File: config.mk
export PLATFORM = sky130hd
export DESIGN_NAME = state_sequencer
export DESIGN_NICKNAME = d
export VERILOG_FILES = /design/src/rtl/codes.sv /design/src/rtl/state_sequencer_wait_watchdog.sv /design/src/rtl/state_sequencer.sv
export SDC_FILE = /design/constraint.sdc
export NUM_CORES = 1
export LEC_CHECK = 0
export ABC_AREA = 0
export BUFFER_PORTS_ARGS = -buffer_cell sky130_fd_sc_hd__buf_2
export CORE_UTILIZATION = 45
export DETAILED_ROUTE_END_ITERATION = 16
export GPL_ROUTABILITY_DRIVEN = 0
export PLACE_DENSITY = 0.76
export SLEW_MARGIN = 20
export SYNTH_ARGS = -nofsm -noshare
export SYNTH_HDL_FRONTEND = slang
export SYNTH_SLANG_ARGS = --single-unit
File: constraint.sdc
create_clock -name clk -period 3.8 [get_ports clk]
set_clock_uncertainty 0.2 [all_clocks]
set_input_delay 0.76 -clock clk [delete_from_list [all_inputs] [get_ports clk]]
set_output_delay 0.76 -clock clk [all_outputs]
set_load 0.01 [all_outputs]
File: src/rtl/codes.sv
// rtl/codes.sv - shared CPU codes: sequencer states and sequencer defaults
package codes;

  typedef enum logic [2:0] {
    FETCH = 3'd0,
    EXEC1 = 3'd1,
    EXEC2 = 3'd2,
    HALT  = 3'd3,
    FAULT = 3'd4
  } state_t;

  localparam logic [31:0] DEFAULT_HALT_ADDR = 32'h0000_0000;
  localparam int unsigned DEFAULT_MAX_WAIT  = 255;

  // HALT and FAULT are terminal; control drives all write-enables low there
  function automatic logic is_running(input state_t s);
    return (s == FETCH) || (s == EXEC1) || (s == EXEC2);
  endfunction

endpackage

File: src/rtl/state_sequencer_wait_watchdog.sv
// rtl/state_sequencer_wait_watchdog.sv - consecutive-stall counter with expiry compare
module wait_watchdog (
  input  logic        clk,
  input  logic        reset,
  input  logic        stall_i,
  input  logic [31:0] limit_i,
  output logic        expire_o
);

  logic [31:0] wait_q;

  always_ff @(posedge clk) begin
    if (reset || !stall_i) begin
      wait_q <= 32'd0;
    end else if (wait_q != 32'hFFFF_FFFF) begin
      wait_q <= wait_q + 32'd1;
    end
  end

  // A zero limit disables the watchdog entirely
  assign expire_o = stall_i && (limit_i != 32'd0) && (wait_q == limit_i - 32'd1);

endmodule

File: src/rtl/state_sequencer.sv
// rtl/state_sequencer.sv - FETCH/EXEC1/EXEC2 sequencer with halt, watchdog; SEQ_PERF_CNT_EN adds counters
module state_sequencer
  import codes::*;
#(
  parameter logic [31:0] HALT_ADDR = DEFAULT_HALT_ADDR,
  parameter int unsigned MAX_WAIT  = DEFAULT_MAX_WAIT
) (
  input  logic        clk,
  input  logic        reset,
  input  logic        waitrequest_i,
  input  logic        mem_access_i,
  input  logic [31:0] pc_next_i,
  output state_t      state_o,
  output logic        active_o,
  output logic        stall_o,
  output logic        fault_o,
  output logic [31:0] instr_count_o,
  output logic [31:0] stall_count_o
);

  state_t state_q;
  logic   active_q;
  logic   fault_q;
  logic   running;
  logic   expire;

  assign running = is_running(state_q);
  assign stall_o = running && mem_access_i && waitrequest_i;

  wait_watchdog u_wait_watchdog (
    .clk      (clk),
    .reset    (reset),
    .stall_i  (stall_o),
    .limit_i  (32'(MAX_WAIT)),
    .expire_o (expire)
  );

  always_ff @(posedge clk) begin
    if (reset) begin
      state_q  <= FETCH;
      active_q <= 1'b1;
      fault_q  <= 1'b0;
    end else if (running) begin
      if (stall_o) begin
        if (expire) begin
          state_q  <= FAULT;
          active_q <= 1'b0;
          fault_q  <= 1'b1;
        end
      end else begin
        case (state_q)
          FETCH: state_q <= EXEC1;
          EXEC1: state_q <= EXEC2;
          EXEC2: begin
            if (pc_next_i == HALT_ADDR) begin
              state_q  <= HALT;
              active_q <= 1'b0;
            end else begin
              state_q <= FETCH;
            end
          end
          default: state_q <= state_q;
        endcase
      end
    end
  end

`ifdef SEQ_PERF_CNT_EN
  logic [31:0] instr_count_q;
  logic [31:0] stall_count_q;

  // The halting instruction still retires: it is a non-stalled EXEC2 cycle
  always_ff @(posedge clk) begin
    if (reset) begin
      instr_count_q <= 32'd0;
      stall_count_q <= 32'd0;
    end else if (running) begin
      if (stall_o) begin
        stall_count_q <= stall_count_q + 32'd1;
      end else if (state_q == EXEC2) begin
        instr_count_q <= instr_count_q + 32'd1;
      end
    end
  end

  assign instr_count_o = instr_count_q;
  assign stall_count_o = stall_count_q;
`else
  assign instr_count_o = 32'd0;
  assign stall_count_o = 32'd0;
`endif

  assign state_o  = state_q;
  assign active_o = active_q;
  assign fault_o  = fault_q;

endmodule

# Yosys cells after proc, flatten, opt, wreduce, memory -nomap -nowiden
# Index checks and enable logic that the tools add are counted.
# word_totals
ff_bits	37
input_bits	36
out_inout_bits	70
wordCells	33
# op_classes
add_sub_neg	1
n_eq_ne	5
mux	8
n_reduce_logical	15
# ops
cell	n
adder 32 x 1 -> 32 bit (second input constant)	1
== test 32 x 8 -> 1 bit (second input constant)	1
zero test 32 bit	1
!= test 32 bit (second input constant)	1
case mux 3 bit (3 select lines)	1
2-to-1 mux 3 bit	2
AND reduction 3 bit	2
2-to-1 mux 1 bit	4
AND reduction 4 bit	1
nonzero test 2 bit	2
nonzero test 4 bit	1
== test 3 x 1 -> 1 bit (second input constant)	1
== test 3 x 2 -> 1 bit (second input constant)	1
logical AND 1 bit	3
zero test 3 bit	1
logical OR 1 bit	3
2-to-1 mux 2 bit	1
!= test 2 bit (second input constant)	1
zero test 1 bit	1

# Depth between registers and ports, before layout
# Gate-level depths: netlist of run 1.
# logic_depth
word_depth	8
mapped_depth	7
depth_no_buf	7

# By module
# From an unflattened synthesis of run 1, not the netlist that was laid out.
# hier_totals
cells_unflattened	457
area_unflattened_um2	3440.8
# by_module_without_submodules
module	n_inst	cells_per_inst	area_each_um2	seq_area_each_um2
wait_watchdog	1	354	2667.6	640.6
state_sequencer	1	103	773.2	100.1

# Least setup slack after synthesis of run 1
# No wires, ideal clock.
# synth_timing
path_kind	input port to flip-flop
from	in waitrequest_i
to	reg u_wait_watchdog.wait_q[31]
setup_ns	0.060
arrival_ns	2.112
required_ns	3.540
setup_slack_ns	1.428
path_stages	5
path_buffers	0
cell_sequence	nand2_1 -> nor3_1 -> nand2b_1 -> or4_1 -> nand2_1
# synth_between
elab_chain_cells	3
# synth_lines
item	line	rtl
start: declaration	state_sequencer.sv:10	input logic waitrequest_i,
logical AND 1 bit	state_sequencer.sv:28	assign stall_o = running && mem_access_i && waitrequest_i;
named net stall_o	state_sequencer.sv:15	output logic stall_o,
zero test 1 bit	state_sequencer_wait_watchdog.sv:13	if (reset || !stall_i) begin
logical OR 1 bit	state_sequencer_wait_watchdog.sv:13	
end signal: assignment	state_sequencer_wait_watchdog.sv:16	wait_q <= wait_q + 32'd1;
end: declaration	state_sequencer_wait_watchdog.sv:10	logic [31:0] wait_q;
# The timed path passes the listed nets, and every way through them passes these cells.
# A chain may end at the register's enable or synchronous reset.

# Worst setup path after layout of run 1
# layout_timing
from	reg u_wait_watchdog.wait_q[0]
to	reg u_wait_watchdog.wait_q[11]
# layout_between
elab_chain_cells	1
word_cells_on_any_way	2
classes_between	add/sub: 1; eq/ne: 1
# layout_lines
item	line
adder 32 x 1 -> 32 bit or != test 32 bit (tied branches)	state_sequencer_wait_watchdog.sv:16, state_sequencer_wait_watchdog.sv:15
# Several ways; a longest one is shown, not always the timed one.

==> results of run 1 <==
[path summary, 6_finish.rpt]
kind                              from                         end  slack, ns  cells after the start
min reg2reg                    fault_o                     fault_o       0.30                      2
min                            fault_o                     fault_o       0.30                      2
max reg2reg  u_wait_watchdog.wait_q[0]  u_wait_watchdog.wait_q[11]       1.22                      5
max          u_wait_watchdog.wait_q[0]  u_wait_watchdog.wait_q[11]       1.22                      5
[where the power goes]
group / switching [mW] / leakage [nW] / internal (mW)
Sequential: 0.00375 / 0.299 / 0.390
Clock: 0.139 / 0.0542 / 0.164
Combinational: 0.0470 / 0.670 / 0.0213
[layer usage]
metal | GRT usage [%] | vias to the layer above | routed length [um]
li1 | - | 1017 | -
met1 | 19.09 | 966 | 2010
met2 | 27.84 | 84 | 2222
met3 | 3.713 | 8 | 276
met4 | 5.962 | 0 | 65
met5 | 0 | - | 0
[through the flow]
step	cells	utilization, %	hold WS (ns)
global placement	405	47.52	0.2942
finish	413	49.47	0.3009
global route	413	49.47	0.3417
CTS	413	49.47	0.3245
floorplan	368	-	0.2713
detailed placement	405	47.52	0.3021
[critical path, stage by stage, from the launching register on]
cell and delay [ns]:
dfxtp_1 0.42, ha_1 0.21, nand4_1 0.19, nor4_4 0.83, a21oi_1 0.32, a41o_1 0.31
[layout by cell type, fill, tap and decap left out, types with 3 or more instances in the layout]
| cell type | netlist | layout |
|---|---|---|
| nor2_1 | 39 | 39 |
| inv_1 | 3 | 3 |
| and4_1 | 4 | 4 |
| nand2_1 | 15 | 15 |
| a31oi_1 | 3 | 3 |
| xnor2_1 | 15 | 15 |
| nor4_1 | 15 | 15 |
| a211oi_1 | 6 | 6 |
| dfxtp_1 | 37 | 37 |
| xor2_1 | 5 | 5 |
| nand3_1 | 11 | 11 |
| a21boi_0 | 3 | 3 |
| or3_1 | 8 | 8 |
| and2_1 | 3 | 3 |
| a21oi_1 | 12 | 12 |
| clkbuf_8 | 0 | 7 |
| nor3_1 | 3 | 3 |
| buf_2 | 3 | 41 |
| o21ai_0 | 6 | 6 |
| nand4_1 | 10 | 10 |
| conb_1 | 1 | 64 |
[cells by family after synthesis]
| group | count (synthesis) | share of synthesized area [%] |
|---|---|---|
| flip-flops | 37 | 29.81 |
| buffers and inverters | 78 | 22.51 |
| XOR/XNOR | 20 | 7.049 |
| AND/OR/NAND/NOR | 126 | 27.94 |
| adder cells (fa/ha/maj) | 2 | 1.007 |
| other | 1 | 0.1509 |
| multiplexers | 2 | 0.8057 |
| AO/OA/AOI/OAI | 39 | 10.73 |
[registers in the layout (all words and copies together), names as in the netlist]
register	count
fault_o	1
state_o	3
u_wait_watchdog.wait_q	32
active_o	1
[cell type report]
cell class | instances | share of cell area, %
clock buffers | 7 | 3.741
well taps | 70 | 3.401
clock inverters | 1 | 0.1944
repair buffers | 42 | 8.260
flip-flops and latches | 37 | 28.77
multi-input cells | 253 | 55.20
inverters | 3 | 0.4373
==> flow_metrics.env, run 1 <==
export IMPL_wl_per_cell_um=11.08
export IMPL_tritoncts="done"
export IMPL_cts_sinks=37
export IMPL_postCtsSetupRepairBufs=0
export IMPL_preCtsSetupSlack_ns=1.216
export IMPL_tightest_slew_ns=0.8830
export IMPL_fin_setup_tns_ns=0
export IMPL_power_mw=0.7655
export IMPL_start_util_pct=47.74
export IMPL_dpl_cell_area_sq_um=2474
export IMPL_drt_vias_per_instance=5.024
export IMPL_layout_area_seq_sq_um=740.7
export IMPL_grt_overflow_total=0
export IMPL_synth_most_common_cell="buf_4"
export IMPL_drv_slew=0
export IMPL_pin_count=106
export IMPL_cts_resized=0
export IMPL_ant_nets=0
export IMPL_syn2layout_area_growth_pct=3.625
export IMPL_io_buffers=41
export IMPL_row_count=26
export IMPL_grt_usage_pct=16.02
export IMPL_grt_pass1_vias=1720
export IMPL_layout_drive_gt1_share_pct=16.62
export IMPL_die_y_um=76.31
export IMPL_synthTopCellsByCount="buf_4, nor2_1, dfxtp_1"
export IMPL_hold_viol_final=0
export IMPL_route_vias_total=2075
export IMPL_grt_setup_unrepaired="false"
export IMPL_synth_area_top_cells="dfxtp_1, buf_4, nor2_1"
export IMPL_powerDensity_nw_per_um2=297.3
export IMPL_cts_buffers=5
export IMPL_slew_headroom_pct=40.69
export IMPL_antennaDiodeCount=0
export IMPL_post_route_cell_area_sq_um=2575
export IMPL_async_flop_share_pct=0
export IMPL_synth_flop_cell="dfxtp_1"
export IMPL_cp_max_fo=17
export IMPL_grt_pass1_wl_um=7693
export IMPL_fin_crit_ns=2.583
export IMPL_synth_area_sq_um=2485
export IMPL_clock_latency_ns=0.29
export IMPL_setup_viol=0
export IMPL_avgSynthCellArea_sq_um=8.147
export IMPL_synth_warnings=0
export IMPL_crit_type="flop to flop"
export IMPL_dr_pass1_iters=4
export IMPL_ys_seq_area_share_pct=29.81
export IMPL_cts_buffer_depth=2
export IMPL_clk_pin_slew_worst_paths_ns=0.07
export IMPL_synth_edf_count=0
export IMPL_antenna_found_initial=0
export IMPL_grt_max_degree=33
export IMPL_fin_nets=380
export IMPL_startpoint_type="flop"
export IMPL_dp_hpwl_um=3319
export IMPL_setup_ws_ns=1.217
export IMPL_syn_inst=305
export IMPL_synth_seq_cells=37
export IMPL_fillers=526
export IMPL_yosys_area_top_type="dfxtp_1"
export IMPL_fmax_ghz=0.3871
export IMPL_h_tree_depth=2
export IMPL_vdd_ir_drop_max_v=0.0001916
export IMPL_status="complete, no violations"
export IMPL_die_area_sq_um=5823
export IMPL_synth_top_area_share_pct=29.81
export IMPL_multi_input_area_sq_um=1421
export IMPL_drt_iter0_drc=111
export IMPL_synth_cell_types=46
export IMPL_cap_violations=0
export IMPL_min_path_type="flop to flop"
export IMPL_min_period_over_period_pct=67.98
export IMPL_drc=0
export IMPL_chipWidth_um=76.31
export IMPL_finalWirelength_um=4575
export IMPL_worstPathRequired_ns=3.79
export IMPL_cp_arrival_ns=2.57
export IMPL_root_buffer="clkbuf_8"
export IMPL_p_leak_nw=1.023
export IMPL_coreArea_sq_um=5205
export IMPL_crit_path_end_kind="flop"
export IMPL_hold_buffers=0
(Power assumes the default switching activity.)
==> inputs of run 2 (changes only) <==
CORE_UTILIZATION = 44   (was 45)
PLACE_DENSITY = 0.78   (was 0.76)
clock period = 2.1 ns   (was 3.8 ns; I/O delays follow)
==> run 2 against run 1 <==
Critical path type unchanged. Global-route usage rose by 1.3 points. Cell count rose by 7.0%. Sequential share of layout area fell by 2.4 points. Fmax rose by 29%.
==> flow_metrics.env, run 2 (synthesis gave the netlist of run 1 again) <==
export IMPL_status="complete, no violations"
export IMPL_startpoint_type="flop"
export IMPL_path_cells="and4_1 -> and4bb_2 -> a211o_4 -> or4_1 -> nand2_1"
export IMPL_hold_viol_final=0
export IMPL_final_core_util_pct=53.44
export IMPL_io_buffers=41
export IMPL_dp_cells=432
export IMPL_finalWirelength_um=5155
export IMPL_cp_max_fo=8
export IMPL_route_vias_total=2178
export IMPL_tritoncts="done"
export IMPL_pin_count=106
export IMPL_drc=0
export IMPL_dpl_cell_area_sq_um=2676
export IMPL_power_mw=1.341
export IMPL_layout_area_seq_sq_um=743.2
export IMPL_grt_setup_unrepaired="false"
export IMPL_slowest_delay_ns=0.48
export IMPL_crit_path_end_kind="flop"
export IMPL_drt_iter0_drc=81
export IMPL_start_util_pct=47.15
export IMPL_final_cell_mix="conb_1, buf_2, nor2_1"
export IMPL_layout_drive_gt1_share_pct=24.73
export IMPL_cts_buffer_depth=2
export IMPL_cts_sinks=37
export IMPL_vdd_ir_drop_max_v=0.0002381
export IMPL_grt_usage_pct=17.31
export IMPL_chipWidth_um=77.15
export IMPL_die_area_sq_um=5952
export IMPL_coreArea_sq_um=5270
export IMPL_grt_max_degree=20
export IMPL_min_period_over_period_pct=95.58
export IMPL_worstPathRequired_ns=2.14
export IMPL_use_met3_pct=3.333
export IMPL_grt_overflow_total=0
export IMPL_slowest_stage="or4_1"
export IMPL_min_path_type="input pin to flop"
export IMPL_hold_buffers=0
export IMPL_fillers=502
export IMPL_crit_type="flop to flop"
export IMPL_drv_slew=0
export IMPL_antennaDiodeCount=0
export IMPL_drt_vias_per_instance=4.928
export IMPL_antenna_found_initial=0
export IMPL_cts_buffers=5
export IMPL_fin_nets=410
export IMPL_fmax_ghz=0.4982
export IMPL_clk_pin_slew_worst_paths_ns=0.07
export IMPL_grt_pass1_vias=1933
export IMPL_setup_viol=0
export IMPL_top_register="u_wait_watchdog.wait_q"
export IMPL_met1_usage_pct=21.73
export IMPL_dp_hpwl_um=3815
export IMPL_instances_no_fill=442
export IMPL_h_tree_depth=2
export IMPL_wl_per_cell_um=11.66
export IMPL_row_count=26
export IMPL_multi_input_area_sq_um=1454
export IMPL_reg2reg_slack_ns=0.09
export IMPL_root_buffer="clkbuf_8"
export IMPL_die_y_um=77.15
export IMPL_fin_crit_ns=2.007
export IMPL_p_leak_nw=1.158
export IMPL_cp_arrival_ns=2.04
export IMPL_fin_setup_tns_ns=0
export IMPL_dr_pass1_iters=4
export IMPL_post_route_cell_area_sq_um=2816
export IMPL_grt_pass1_wl_um=8480
export IMPL_largest_register_ffs=32
export IMPL_final_common_cell="conb_1"
export IMPL_cap_violations=0
export IMPL_syn2layout_area_growth_pct=13.34
export IMPL_clock_latency_ns=0.29
export IMPL_grtUsageMet2_pct=29.12
export IMPL_ant_nets=0
export IMPL_powerDensity_nw_per_um2=476.0
export IMPL_top_usage_layer="met2"
run 2: cell types whose count changed in the layout (fill, tap and decap cells not counted), moves of 2 or more:
cell and delta:
dfxtp_2 +2, dfxtp_1 -2, nor4_1 -2, nor4_2 +2, buf_4 +28
run 2: final cells by class:
class                   count  area share, %
flip-flops and latches     37          26.39
well taps                  70          3.110
inverters                   3         0.3998
repair buffers             71          15.42
clock buffers               7          3.065
multi-input cells         254          51.62
run 2: per-layer routing:
layer | vias to the layer above | part of all wire (%)
met5 | - | 0
met4 | 0 | 1.7
met3 | 13 | 4.9
met2 | 69 | 48
met1 | 1013 | 45
li1 | 1083 | -
run 2: through the flow:
stage,setup WS [ns],hold WS (ns)
floorplan,0.06801,0.2713
global placement,0.08968,0.2640
detailed placement,0.03697,0.2528
CTS,0.02640,0.1895
global route,0.00003486,0.2066
finish,0.09281,0.1938
run 2: power breakdown:
group | leakage, nW | total (mW) | internal, mW | switching (mW)
Combinational | 0.815 | 0.129 | 0.0421 | 0.0865
Sequential | 0.299 | 0.714 | 0.707 | 0.00713
Clock | 0.0443 | 0.498 | 0.260 | 0.238
run 2: path summary, 6_finish.rpt:
check             cells after the start                  startpoint                    endpoint
setup reg to reg                      5  u_wait_watchdog.wait_q[25]  u_wait_watchdog.wait_q[31]
hold reg to reg                       2                     fault_o                     fault_o
setup / recovery                      5  u_wait_watchdog.wait_q[25]  u_wait_watchdog.wait_q[31]
hold / removal                        2                       reset                  state_o[1]
run 2: worst max-delay path, delay by kind of cell (launching register included):
kind	cells	cell delay [ns]
AND/OR/NAND/NOR	4	1.03
AO/OA/AOI/OAI	1	0.38
flip-flops	1	0.35
run 2: what timing repair did:
action / in CTS / in global routing
pin swaps: 0 / 4
setup buffers: 0 / 2
resized for setup: 1 / 8
cloned: 0 / 1
endpoints found under the setup margin: 1 / 27
==> inputs of run 3 (changes only) <==
CORE_UTILIZATION = 45   (was 44)
CTS_BUF_LIST = sky130_fd_sc_hd__clkbuf_8   (was default)
PLACE_DENSITY = 0.79   (was 0.78)
==> run 3 against run 2 <==
Sequential power about the same. Final area down 0.31%. Register-to-register slack worse by 0.02 ns. Critical path type unchanged. Power down 0.37%. Critical path depth up 1. Non-clock buffer count up 2. Routed wire length down 0.47%. Fmax down 0.80%.
==> flow_metrics.env, run 3 (synthesis gave the netlist of run 1 again) <==
export IMPL_antenna_found_initial=0
export IMPL_die_area_sq_um=5823
export IMPL_routed_top_layer="met4"
export IMPL_coreArea_sq_um=5205
export IMPL_wl_per_cell_um=11.58
export IMPL_cts_sinks=37
export IMPL_crit_type="flop to flop"
export IMPL_start_util_pct=47.74
export IMPL_row_count=26
export IMPL_fillers=487
export IMPL_clock_latency_ns=0.29
export IMPL_setup_viol=0
export IMPL_fmax_ghz=0.4942
export IMPL_top_register="u_wait_watchdog.wait_q"
export IMPL_crit_path_end_kind="flop"
export IMPL_wl_met1_um=2331
export IMPL_hold_viol_final=0
export IMPL_syn2layout_area_growth_pct=12.99
export IMPL_tritoncts="done"
export IMPL_wl_met2_um=2403
export IMPL_ant_nets=0
export IMPL_largest_register_ffs=32
export IMPL_grt_usage_pct=18.38
export IMPL_cp_arrival_ns=2.06
export IMPL_layout_drive_gt1_share_pct=24.13
export IMPL_antennaDiodeCount=0
export IMPL_worstPathRequired_ns=2.14
export IMPL_fin_nets=411
export IMPL_wl_met3_um=328
export IMPL_io_buffers=41
export IMPL_status="complete, no violations"
export IMPL_final_cell_mix="conb_1, buf_2, nor2_1"
export IMPL_setup_ws_ns=0.07660
export IMPL_cts_buffer_depth=2
export IMPL_startpoint_type="flop"
export IMPL_clk_pin_slew_worst_paths_ns=0.07
export IMPL_h_tree_depth=2
export IMPL_min_path_type="input pin to flop"
export IMPL_p_leak_nw=1.178
export IMPL_dr_pass1_iters=4
export IMPL_powerDensity_nw_per_um2=475.7
export IMPL_grt_setup_unrepaired="true"
export IMPL_vdd_ir_drop_max_v=0.0002057
export IMPL_root_buffer="clkbuf_8"
export IMPL_min_period_over_period_pct=96.35
export IMPL_instances_no_fill=443
export IMPL_finalWirelength_um=5131
export IMPL_chipWidth_um=76.31
export IMPL_drc=0
export IMPL_drv_slew=0
export IMPL_grt_pass1_wl_um=8714
export IMPL_final_common_cell="conb_1"
export IMPL_route_vias_total=2130
export IMPL_grt_pass1_vias=2001
export IMPL_fin_crit_ns=2.023
export IMPL_die_y_um=76.31
export IMPL_cts_buffers=5
export IMPL_cap_violations=0
export IMPL_drt_iter0_drc=116
export IMPL_grt_max_degree=32
export IMPL_cp_max_fo=9
export IMPL_grt_overflow_total=0
export IMPL_drt_vias_per_instance=4.808
export IMPL_dp_hpwl_um=3845
export IMPL_dp_cells=433
export IMPL_preCtsSetupSlack_ns=0.01728
export IMPL_pin_count=106
-- run 3: repair_timing --
item | in CTS | in global routing
resized for setup | 0 | 6
buffers inserted | 0 | 3
hold buffers | 0 | 0
endpoints found under the hold margin | 0 | 0
setup endpoints to repair | 0 | 29
-- run 3: through the flow --
stage / area [sq um] / setup TNS [ns] / hold slack [ns] / power, mW / utilization [%]
2_1_floorplan: 2721 / 0 / 0.2713 / 0.8963 / -
3_3_place_gp: 2684 / 0 / 0.2624 / 0.8520 / 51.56
3_5_place_dp: 2684 / 0 / 0.2615 / 0.8548 / 51.56
4_1_cts: 2770 / 0 / 0.1803 / 1.355 / 53.22
5_1_grt: 2808 / -0.02412 / 0.2164 / 1.400 / 53.94
6_report: 2808 / 0 / 0.1978 / 1.336 / 53.94
-- run 3: where the power goes --
part | leakage (nW) | switching [mW] | internal, mW
logic | 0.830 | 0.0873 | 0.0415
registers | 0.299 | 0.00732 | 0.707
clock network | 0.0485 | 0.238 | 0.255
-- run 3: routing by layer --
| metal | GRT usage [%] | vias up |
|---|---|---|
| li1 | - | 1082 |
| met2 | 30.27 | 77 |
| met3 | 5.868 | 6 |
| met1 | 22.16 | 965 |
| met4 | 7.115 | 0 |
| met5 | 0 | - |
-- run 3: cell type report --
type	instances	area, sq um	share of cell area, %
repair buffers	73	446.7	15.91
multi-input cells	253	1433	51.02
clock buffers	6	82.58	2.941
well taps	70	87.58	3.119
inverters	3	11.26	0.4011
flip-flops and latches	37	743.2	26.47
clock inverters	1	3.754	0.1337
-- run 3: final timing paths --
path	to	slack, ns	depth (start not counted)	start
max	u_wait_watchdog.wait_q[31]	0.08	6	u_wait_watchdog.wait_q[0]
min	fault_o	0.20	2	reset
max reg2reg	u_wait_watchdog.wait_q[31]	0.08	6	u_wait_watchdog.wait_q[0]
min reg2reg	fault_o	0.28	2	fault_o
-- run 3: critical path: stages, from the launching register on --
cell and delay, ns:
dfxtp_2 0.35, ha_1 0.23, nand4_1 0.16, nor2_1 0.10, a211o_4 0.39, or4_1 0.47
nand2_1 0.07
